==> src/rtl/aes_job_scheduler_if.sv <==
// Request, core and response signals of the AES job scheduler.
// slave: scheduler side; master: requesters, AES core and response consumer.
interface aes_job_scheduler_if #(
  parameter int DATA_W = 128
);
  logic              req0_valid;
  logic              req0_ready;
  logic [DATA_W-1:0] req0_data;
  logic [DATA_W-1:0] req0_key;
  logic              req1_valid;
  logic              req1_ready;
  logic [DATA_W-1:0] req1_data;
  logic [DATA_W-1:0] req1_key;
  logic              core_en;
  logic [DATA_W-1:0] core_data_in;
  logic [DATA_W-1:0] core_key_in;
  logic [DATA_W-1:0] core_data_out;
  logic              core_valid;
  logic              rsp_valid;
  logic              rsp_ready;
  logic [DATA_W-1:0] rsp_data;
  logic              rsp_id;
  logic              rsp_err;
  logic              busy;

  modport slave (
    input  req0_valid, req0_data, req0_key,
    input  req1_valid, req1_data, req1_key,
    input  core_data_out, core_valid, rsp_ready,
    output req0_ready, req1_ready,
    output core_en, core_data_in, core_key_in,
    output rsp_valid, rsp_data, rsp_id, rsp_err, busy
  );

  modport master (
    output req0_valid, req0_data, req0_key,
    output req1_valid, req1_data, req1_key,
    output core_data_out, core_valid, rsp_ready,
    input  req0_ready, req1_ready,
    input  core_en, core_data_in, core_key_in,
    input  rsp_valid, rsp_data, rsp_id, rsp_err, busy
  );
endinterface

==> src/rtl/aes_job_scheduler.sv <==
// Round-robin two-requester front end for a single AES core.
// Define AES_SCHED_TIMEOUT_EN to abort jobs the core never answers.
//
// state | meaning
// IDLE  | no job; grant a pending requester
// RUN   | core_en high, waiting for core_valid (or timeout)
// RESP  | response held until rsp_ready
module aes_job_scheduler #(
  parameter int DATA_W         = 128,
  parameter int TIMEOUT_CYCLES = 64,
  parameter int TO_W           = 7
) (
  input  logic             AES_clk,
  input  logic             AES_rst,
  aes_job_scheduler_if.slave bus
);

  typedef enum logic [1:0] {IDLE, RUN, RESP} state_t;

  localparam logic [TO_W-1:0] TO_LAST = TO_W'(TIMEOUT_CYCLES - 1);

  state_t            state, state_nxt;
  logic              rr_last;
  logic              job_id;
  logic              gnt_id;
  logic              accept;
  logic              done;
  logic              timeout_hit;
  logic [TO_W-1:0]   cnt;
  logic              core_en_q;
  logic [DATA_W-1:0] core_data_q;
  logic [DATA_W-1:0] core_key_q;
  logic [DATA_W-1:0] rsp_data_q;
  logic              rsp_id_q;
  logic              rsp_err_q;

`ifdef AES_SCHED_TIMEOUT_EN
  assign timeout_hit = (cnt == TO_LAST);
  assign bus.rsp_err = rsp_err_q;
`else
  logic unused_timeout;
  assign timeout_hit    = 1'b0;
  assign bus.rsp_err    = 1'b0;
  assign unused_timeout = ^{TO_LAST, cnt, rsp_err_q};
`endif

  always_ff @(posedge AES_clk) begin
    if (AES_rst) state <= IDLE;
    else         state <= state_nxt;
  end

  // Requester != rr_last wins a tie; a lone requester always wins.
  always_comb begin
    state_nxt = state;
    accept    = 1'b0;
    done      = 1'b0;
    if (bus.req0_valid && bus.req1_valid) gnt_id = ~rr_last;
    else                                  gnt_id = bus.req1_valid;
    case (state)
      IDLE: begin
        if (!AES_rst && (bus.req0_valid || bus.req1_valid)) begin
          accept    = 1'b1;
          state_nxt = RUN;
        end
      end
      RUN: begin
        if (bus.core_valid || timeout_hit) begin
          done      = 1'b1;
          state_nxt = RESP;
        end
      end
      RESP: begin
        if (bus.rsp_ready) state_nxt = IDLE;
      end
      default: state_nxt = IDLE;
    endcase
  end

  always_ff @(posedge AES_clk) begin
    if (AES_rst) begin
      rr_last     <= 1'b1;
      job_id      <= 1'b0;
      cnt         <= '0;
      core_en_q   <= 1'b0;
      core_data_q <= '0;
      core_key_q  <= '0;
      rsp_data_q  <= '0;
      rsp_id_q    <= 1'b0;
      rsp_err_q   <= 1'b0;
    end else begin
      if (accept) begin
        core_data_q <= gnt_id ? bus.req1_data : bus.req0_data;
        core_key_q  <= gnt_id ? bus.req1_key  : bus.req0_key;
        job_id      <= gnt_id;
        rr_last     <= gnt_id;
        cnt         <= '0;
        core_en_q   <= 1'b1;
      end
      if (state == RUN && cnt != {TO_W{1'b1}}) cnt <= cnt + 1'b1;
      // core_valid beats a simultaneous timeout
      if (done) begin
        core_en_q  <= 1'b0;
        rsp_id_q   <= job_id;
        rsp_data_q <= bus.core_valid ? bus.core_data_out : '0;
        rsp_err_q  <= ~bus.core_valid;
      end
    end
  end

  assign bus.req0_ready   = accept & ~gnt_id;
  assign bus.req1_ready   = accept &  gnt_id;
  assign bus.core_en      = core_en_q;
  assign bus.core_data_in = core_data_q;
  assign bus.core_key_in  = core_key_q;
  assign bus.rsp_valid    = (state == RESP);
  assign bus.rsp_data     = rsp_data_q;
  assign bus.rsp_id       = rsp_id_q;
  assign bus.busy         = (state != IDLE);

endmodule
==> src/flat_wrapper.sv <==
// flat-port wrapper written by rule: the top's interface ports become plain ports
module aes_job_scheduler_flat 
#(
  parameter int DATA_W         = 128,
  parameter int TIMEOUT_CYCLES = 64,
  parameter int TO_W           = 7
)
  (AES_clk, AES_rst, bus_req0_valid, bus_req0_data, bus_req0_key, bus_req1_valid, bus_req1_data, bus_req1_key, bus_core_data_out, bus_core_valid, bus_rsp_ready, bus_req0_ready, bus_req1_ready, bus_core_en, bus_core_data_in, bus_core_key_in, bus_rsp_valid, bus_rsp_data, bus_rsp_id, bus_rsp_err, bus_busy);
  aes_job_scheduler_if #(.DATA_W(DATA_W)) bus_i ();
  input  logic AES_clk;
  input  logic AES_rst;
  input wire logic [$bits(bus_i.req0_valid)-1:0] bus_req0_valid;
  input wire logic [$bits(bus_i.req0_data)-1:0] bus_req0_data;
  input wire logic [$bits(bus_i.req0_key)-1:0] bus_req0_key;
  input wire logic [$bits(bus_i.req1_valid)-1:0] bus_req1_valid;
  input wire logic [$bits(bus_i.req1_data)-1:0] bus_req1_data;
  input wire logic [$bits(bus_i.req1_key)-1:0] bus_req1_key;
  input wire logic [$bits(bus_i.core_data_out)-1:0] bus_core_data_out;
  input wire logic [$bits(bus_i.core_valid)-1:0] bus_core_valid;
  input wire logic [$bits(bus_i.rsp_ready)-1:0] bus_rsp_ready;
  output wire logic [$bits(bus_i.req0_ready)-1:0] bus_req0_ready;
  output wire logic [$bits(bus_i.req1_ready)-1:0] bus_req1_ready;
  output wire logic [$bits(bus_i.core_en)-1:0] bus_core_en;
  output wire logic [$bits(bus_i.core_data_in)-1:0] bus_core_data_in;
  output wire logic [$bits(bus_i.core_key_in)-1:0] bus_core_key_in;
  output wire logic [$bits(bus_i.rsp_valid)-1:0] bus_rsp_valid;
  output wire logic [$bits(bus_i.rsp_data)-1:0] bus_rsp_data;
  output wire logic [$bits(bus_i.rsp_id)-1:0] bus_rsp_id;
  output wire logic [$bits(bus_i.rsp_err)-1:0] bus_rsp_err;
  output wire logic [$bits(bus_i.busy)-1:0] bus_busy;
  assign bus_i.req0_valid = bus_req0_valid;
  assign bus_i.req0_data = bus_req0_data;
  assign bus_i.req0_key = bus_req0_key;
  assign bus_i.req1_valid = bus_req1_valid;
  assign bus_i.req1_data = bus_req1_data;
  assign bus_i.req1_key = bus_req1_key;
  assign bus_i.core_data_out = bus_core_data_out;
  assign bus_i.core_valid = bus_core_valid;
  assign bus_i.rsp_ready = bus_rsp_ready;
  assign bus_req0_ready = bus_i.req0_ready;
  assign bus_req1_ready = bus_i.req1_ready;
  assign bus_core_en = bus_i.core_en;
  assign bus_core_data_in = bus_i.core_data_in;
  assign bus_core_key_in = bus_i.core_key_in;
  assign bus_rsp_valid = bus_i.rsp_valid;
  assign bus_rsp_data = bus_i.rsp_data;
  assign bus_rsp_id = bus_i.rsp_id;
  assign bus_rsp_err = bus_i.rsp_err;
  assign bus_busy = bus_i.busy;
  aes_job_scheduler #(.DATA_W(DATA_W), .TIMEOUT_CYCLES(TIMEOUT_CYCLES), .TO_W(TO_W)) u_core (.AES_clk(AES_clk), .AES_rst(AES_rst), .bus(bus_i));
endmodule
==> config.mk <==
export PLATFORM = sky130hd
export DESIGN_NAME = aes_job_scheduler_flat
export DESIGN_NICKNAME = d
export VERILOG_FILES = /design/src/rtl/aes_job_scheduler_if.sv /design/src/rtl/aes_job_scheduler.sv /design/src/flat_wrapper.sv
export SDC_FILE = /design/constraint.sdc
export NUM_CORES = 1
export LEC_CHECK = 0
export BUFFER_PORTS_ARGS = -buffer_cell sky130_fd_sc_hd__buf_4
export CAP_MARGIN = 20
export CORE_AREA = 2 2 409 411
export CTS_CLUSTER_SIZE = 24
export DETAILED_ROUTE_END_ITERATION = 10
export DIE_AREA = 0 0 411 413
export PLACE_DENSITY_LB_ADDON = 0.15
export SETUP_SLACK_MARGIN = 0.1
export SYNTH_ARGS = -nofsm -noshare
export SYNTH_HDL_FRONTEND = slang
export SYNTH_SLANG_ARGS = --single-unit
==> constraint.sdc <==
create_clock -name AES_clk -period 2.3 [get_ports AES_clk]
set_clock_uncertainty 0.15 [all_clocks]
set_input_delay 0.23 -clock AES_clk [delete_from_list [all_inputs] [get_ports AES_clk]]
set_output_delay 0.23 -clock AES_clk [all_outputs]
set_load 0.05 [all_outputs]
# Word level (Yosys, flattened, before mapping)
# Cells that the tools add are included.
# op_classes
muxes	12
eq_ne	5
reduce_logical	8
bitwise_logic	4
# op_table
cell	n
two-way mux 128 bit	3
two-way mux 2 bit	3
case mux 2 bit (3 select lines)	1
two-way mux 1 bit	5
!= test 2 bit (second input constant)	2
AND reduction 3 bit	1
AND 1 bit	2
== test 2 x 1 -> 1 bit (second input constant)	1
== test 2 bit (second input constant)	1
logical AND 1 bit	2
zero test 2 bit	1
!= test 2 x 1 -> 1 bit (second input constant)	1
inverter 1 bit	2
nonzero test 2 bit	1
OR reduction 2 bit	1
zero test 1 bit	1
logical OR 1 bit	1
# totals
ff_bits	390
in_bits	646
wordCells	37
output_inout_bits	391

# Depth between registers and ports, before layout
# depth
ltp_word	5
depth_mapped	7

# Worst setup path after synthesis
# Ideal clock, no wire load.
# synth_timing
kind	flip-flop to flip-flop
from	register u_core.state[1]
to	register u_core.core_data_q[85] (netlist: u_core.bus.core_data_in[85])
period_less_slack_ps	2009
path_slack_ps	291
stages_incl_launch_ff	6
arrival_ps	1798
path_cell_list	dfxtp_1 nor3_2 and3_1 buf_2 clkbuf_1 a221o_1
# synth_via
elab_chain_cells	2
# synth_rtl
element	line	text
start: declaration	aes_job_scheduler.sv:22	state_t state, state_nxt;
start signal: assignment	aes_job_scheduler.sv:49	else state <= state_nxt;
zero test 2 bit	aes_job_scheduler.sv:59	case (state)
two-way mux 1 bit	aes_job_scheduler.sv:59	
end signal: assignment	aes_job_scheduler.sv:92	core_data_q <= gnt_id ? bus.req1_data : bus.req0_data;
end: declaration	aes_job_scheduler.sv:31	logic [DATA_W-1:0] core_data_q;
# Every way passes these cells.
# A chain may end at the register's enable or synchronous reset.

# Worst setup path after layout
# layout_timing
from	register u_core.state[0]
to	output port bus_req0_ready
# layout_via
elab_chain_cells	3
# layout_rtl
element	line	text
zero test 2 bit	aes_job_scheduler.sv:59	
two-way mux 1 bit	aes_job_scheduler.sv:59	
AND 1 bit	aes_job_scheduler.sv:110	assign bus.req0_ready = accept & ~gnt_id;
end: declaration	flat_wrapper.sv:21	output wire logic [$bits(bus_i.req0_ready)-1:0] bus_req0_ready;
# Every way passes these cells.

==> impl_metrics.json <==
{
  "run_status": "finished clean",
  "globalRouteOverflowTotal": 0,
  "yosys_warnings": 0,
  "vdd.ir_drop.worst_v": 0.000536,
  "finalSetupViolations": 0,
  "finish.net_count": 3923,
  "postPlaceCellArea_um2": 25700,
  "post_synth_num_cell_types": 29,
  "drt-total-wl_mm": 107,
  "clk_pin_slew_ps": 70,
  "ios": 1037,
  "clock_sinks": 390,
  "drt_iter0_drc": 995,
  "synthesis.area_per_instance_um2": 9.25,
  "finish.instance_area_um2": 34400,
  "fin_crit_ps": 2140,
  "hold_path.class": "input pin to flop",
  "core_area_um2": 166000,
  "met2_usage_pct": 20.5,
  "power_switching_uw": 8140,
  "grt_first_pass_wirelength_mm": 148,
  "max-cap-violations": 0,
  "drc": 0,
  "cts.path.max_buffers": 3,
  "layout-drive-gt1-share_pct": 37.3,
  "timing_worst_setup_path_type": "flop to output port",
  "mappedNetlistNets": 2267,
  "leakagePower_uw": 0.0151,
  "fillerInstances": 18600,
  "pwr_density_cell_nw_per_um2": 694,
  "slew_violations": 0,
  "detail_route.vias_per_cell": 3.53,
  "power_frac_seq_pct": 32.0,
  "timing.fmax_mhz": 467,
  "dieArea_um2": 170000,
  "grt_pass1_vias": 20700,
  "die-height_um": 413,
  "end_kind": "output port",
  "floorplan.initialDensity_pct": 9.04,
  "startpoint_type": "flop",
  "report.final.hold_viol_count": 0,
  "global_route_usage_over_all_layers_pct": 11.9,
  "largest_driver_fanout_on_the_critical_path": 4,
  "timing_worst_slew_pin_value_ps": 862,
  "share_comb_of_total_power_pct": 28.8,
  "routabilityCongestion": 0.810,
  "die_width_um": 411,
  "clockRootBuffer": "clkbuf_16",
  "min_period_over_period_pct": 93.1,
  "number_of_synthesized_register_bits": 390,
  "grt_start_max_net_pins": 134,
  "tritoncts_clock_tree": "yes",
  "use_met3_pct": 2.90,
  "grt_setup_unrepaired": "true",
  "internal_power_uw": 15700,
  "clkLatencyLatePin_ps": 650,
  "seq_area_frac_synth_pct": 52.0,
  "fin_hold_ws_ps": 76.8,
  "timing.critical_path.required_ps": 1920,
  "worst_ep_arrival_time_ps": 1760,
  "switching_share_of_power_pct": 34.1,
  "antenna_found_initial": 10,
  "combined_area_of_all_synthesized_cells_um2": 15000,
  "m1_gr_usage_pct": 13.8,
  "drt_pre_antenna_iters": 5,
  "power_frac_clock_pct": 39.1,
  "vias": 19500,
  "area_delta_synth_final_pct": 129,
  "final_standard_cell_utilization_of_the_core_pct": 20.7,
  "standard_cell_row_count": 150,
  "cts_inserted_buffers": 56,
  "route.antenna.remaining_nets": 0,
  "busiest_layer": "met2",
  "place_hpwl_mm": 78.4,
  "wl_per_cell_um": 19.4,
  "setup-tns-final_ps": 0,
  "number_of_buffer_cells_added_on_primary_ports": 1035,
  "total_power_uw": 23900,
  "cts_htree_levels": 2,
  "relSlewSlack_pct": 42.6,
  "synthCells": 1621
}
[final cells by class]
cell class              count  area [µm²]  share of cell area, %
diodes                      8        20.0                 0.0582
clock buffers              80        1600                   4.66
clock inverters            24         322                  0.935
inverters                   1        8.76                 0.0255
multi-input cells        1046        6370                   18.5
flip-flops and latches    390        7810                   22.7
well taps                2204        2760                   8.01
repair buffers           1782       15500                   45.1
[Yosys cell counts]
| library cell | n | share of area, % |
|---|---|---|
| and3b_1 | 1 | 0.058 |
| nand2_1 | 259 | 6.5 |
| nor2_1 | 2 | 0.050 |
| nor3_2 | 1 | 0.067 |
| a21oi_2 | 1 | 0.058 |
| clkinv_1 | 1 | 0.025 |
| buf_1 | 2 | 0.050 |
| nor2b_1 | 1 | 0.042 |
| and2_1 | 1 | 0.042 |
| buf_2 | 54 | 1.8 |
| buf_6 | 16 | 1.2 |
| clkbuf_1 | 111 | 2.8 |
| a31oi_1 | 62 | 2.6 |
| buf_4 | 1 | 0.050 |
| nand3b_1 | 1 | 0.050 |
| or2_2 | 1 | 0.042 |
| nand2b_1 | 2 | 0.083 |
| a21boi_1 | 1 | 0.050 |
| a221o_1 | 194 | 13 |
| conb_1 | 1 | 0.025 |
| a21oi_1 | 133 | 4.4 |
| nor3_1 | 2 | 0.067 |
| nand3_1 | 62 | 2.1 |
| and3_1 | 195 | 8.1 |
| a211o_1 | 1 | 0.058 |
| dfxtp_1 | 390 | 52 |
| o21ai_0 | 62 | 2.1 |
| nand4_1 | 62 | 2.6 |
| or3b_2 | 1 | 0.058 |
[registers in the layout, summed over array words and instances, names as in the netlist]
| register | flops |
|---|---|
| u_core.bus.rsp_data | 128 |
| u_core.bus.core_data_in | 128 |
| u_core.bus.rsp_id | 1 |
| u_core.bus.core_key_in | 128 |
| u_core.bus.core_en | 1 |
| u_core.state | 2 |
| u_core.job_id | 1 |
| u_core.rr_last | 1 |
[layer usage]
layer  wire length (µm)  part of all wire [%]  vias to the layer above
met1              43100                    40                     9281
met2              53000                    49                      680
met3               6720                   6.3                      148
met4               4430                   4.1                        8
li1                   -                     -                     9401
met5                115                  0.11                        -
[power by group through the flow]
stage / combinational [µW] / clock, µW / sequential [µW]
after floorplan: 1250 / 0 / 9600
after global placement: 5830 / 0 / 7800
after detailed placement: 5820 / 0 / 7780
after CTS: 7000 / 9850 / 7650
after global routing: 7240 / 10000 / 7710
final: 6880 / 9350 / 7660
[critical path, stage by stage, from the launching register on]
cell and delay, ps:
dfxtp_4 360, nor3_4 160, buf_6 140, and3_4 200
buf_8 110, buf_8 140
[what timing repair did]
action | CTS | global route
hold buffers | 646 | 0
setup buffers | 13 | 0
endpoints found under the setup margin | 3 | 5
pin swaps | 4 | 1
endpoints found under the hold margin | 388 | 0
resized for setup | 16 | 10
gates cloned | 5 | 0
[metrics by stage]
stage          std cells  worst slack [ps]
3_3_place_gp        4759               314
2_1_floorplan       1621               291
6_report            5535               159
3_5_place_dp        4759               319
4_1_cts             5527              54.6
5_1_grt             5532              49.8
[final timing paths]
check | to | cells after the start | start | slack [ps]
min | u_core.bus.core_key_in[50]$_SDFFE_PP0N_ | 5 | bus_req1_valid | 80
max | bus_req0_ready | 5 | u_core.state[0]$_SDFFE_PP0P_ | 160
min reg2reg | u_core.bus.rsp_data[117]$_SDFFE_PP0P_ | 2 | u_core.bus.rsp_data[117]$_SDFFE_PP0P_ | 300
max reg2reg | u_core.bus.core_key_in[47]$_SDFFE_PP0N_ | 7 | u_core.rr_last$_SDFFE_PP1N_ | 180
[kinds of logic after synthesis]
group	synth area share, %
DFF	52.0
and+or+nand+nor	19.8
buffers and inverters	5.90
AOI/OAI and AO/OA	22.2
other	0.0250
[cell usage in the layout (no fill, tap or decap), types with 3 or more instances in the layout]
cell type         n
clkinvlp_4        3
nand2_1         259
buf_6             6
buf_4          1093
nand3_1          62
dlygate4sd3_1   646
clkbuf_8          9
a31oi_1          62
dfxtp_1         388
a21oi_1         133
a221o_1         194
o21ai_0          60
clkbuf_16        57
and3_1          194
nand4_1          62
diode_2           8
clkinv_2         11
clkbuf_1         14
buf_16            3
bufinv_16         6
buf_12           30
Note: power is estimated with default switching activity, not from simulation.
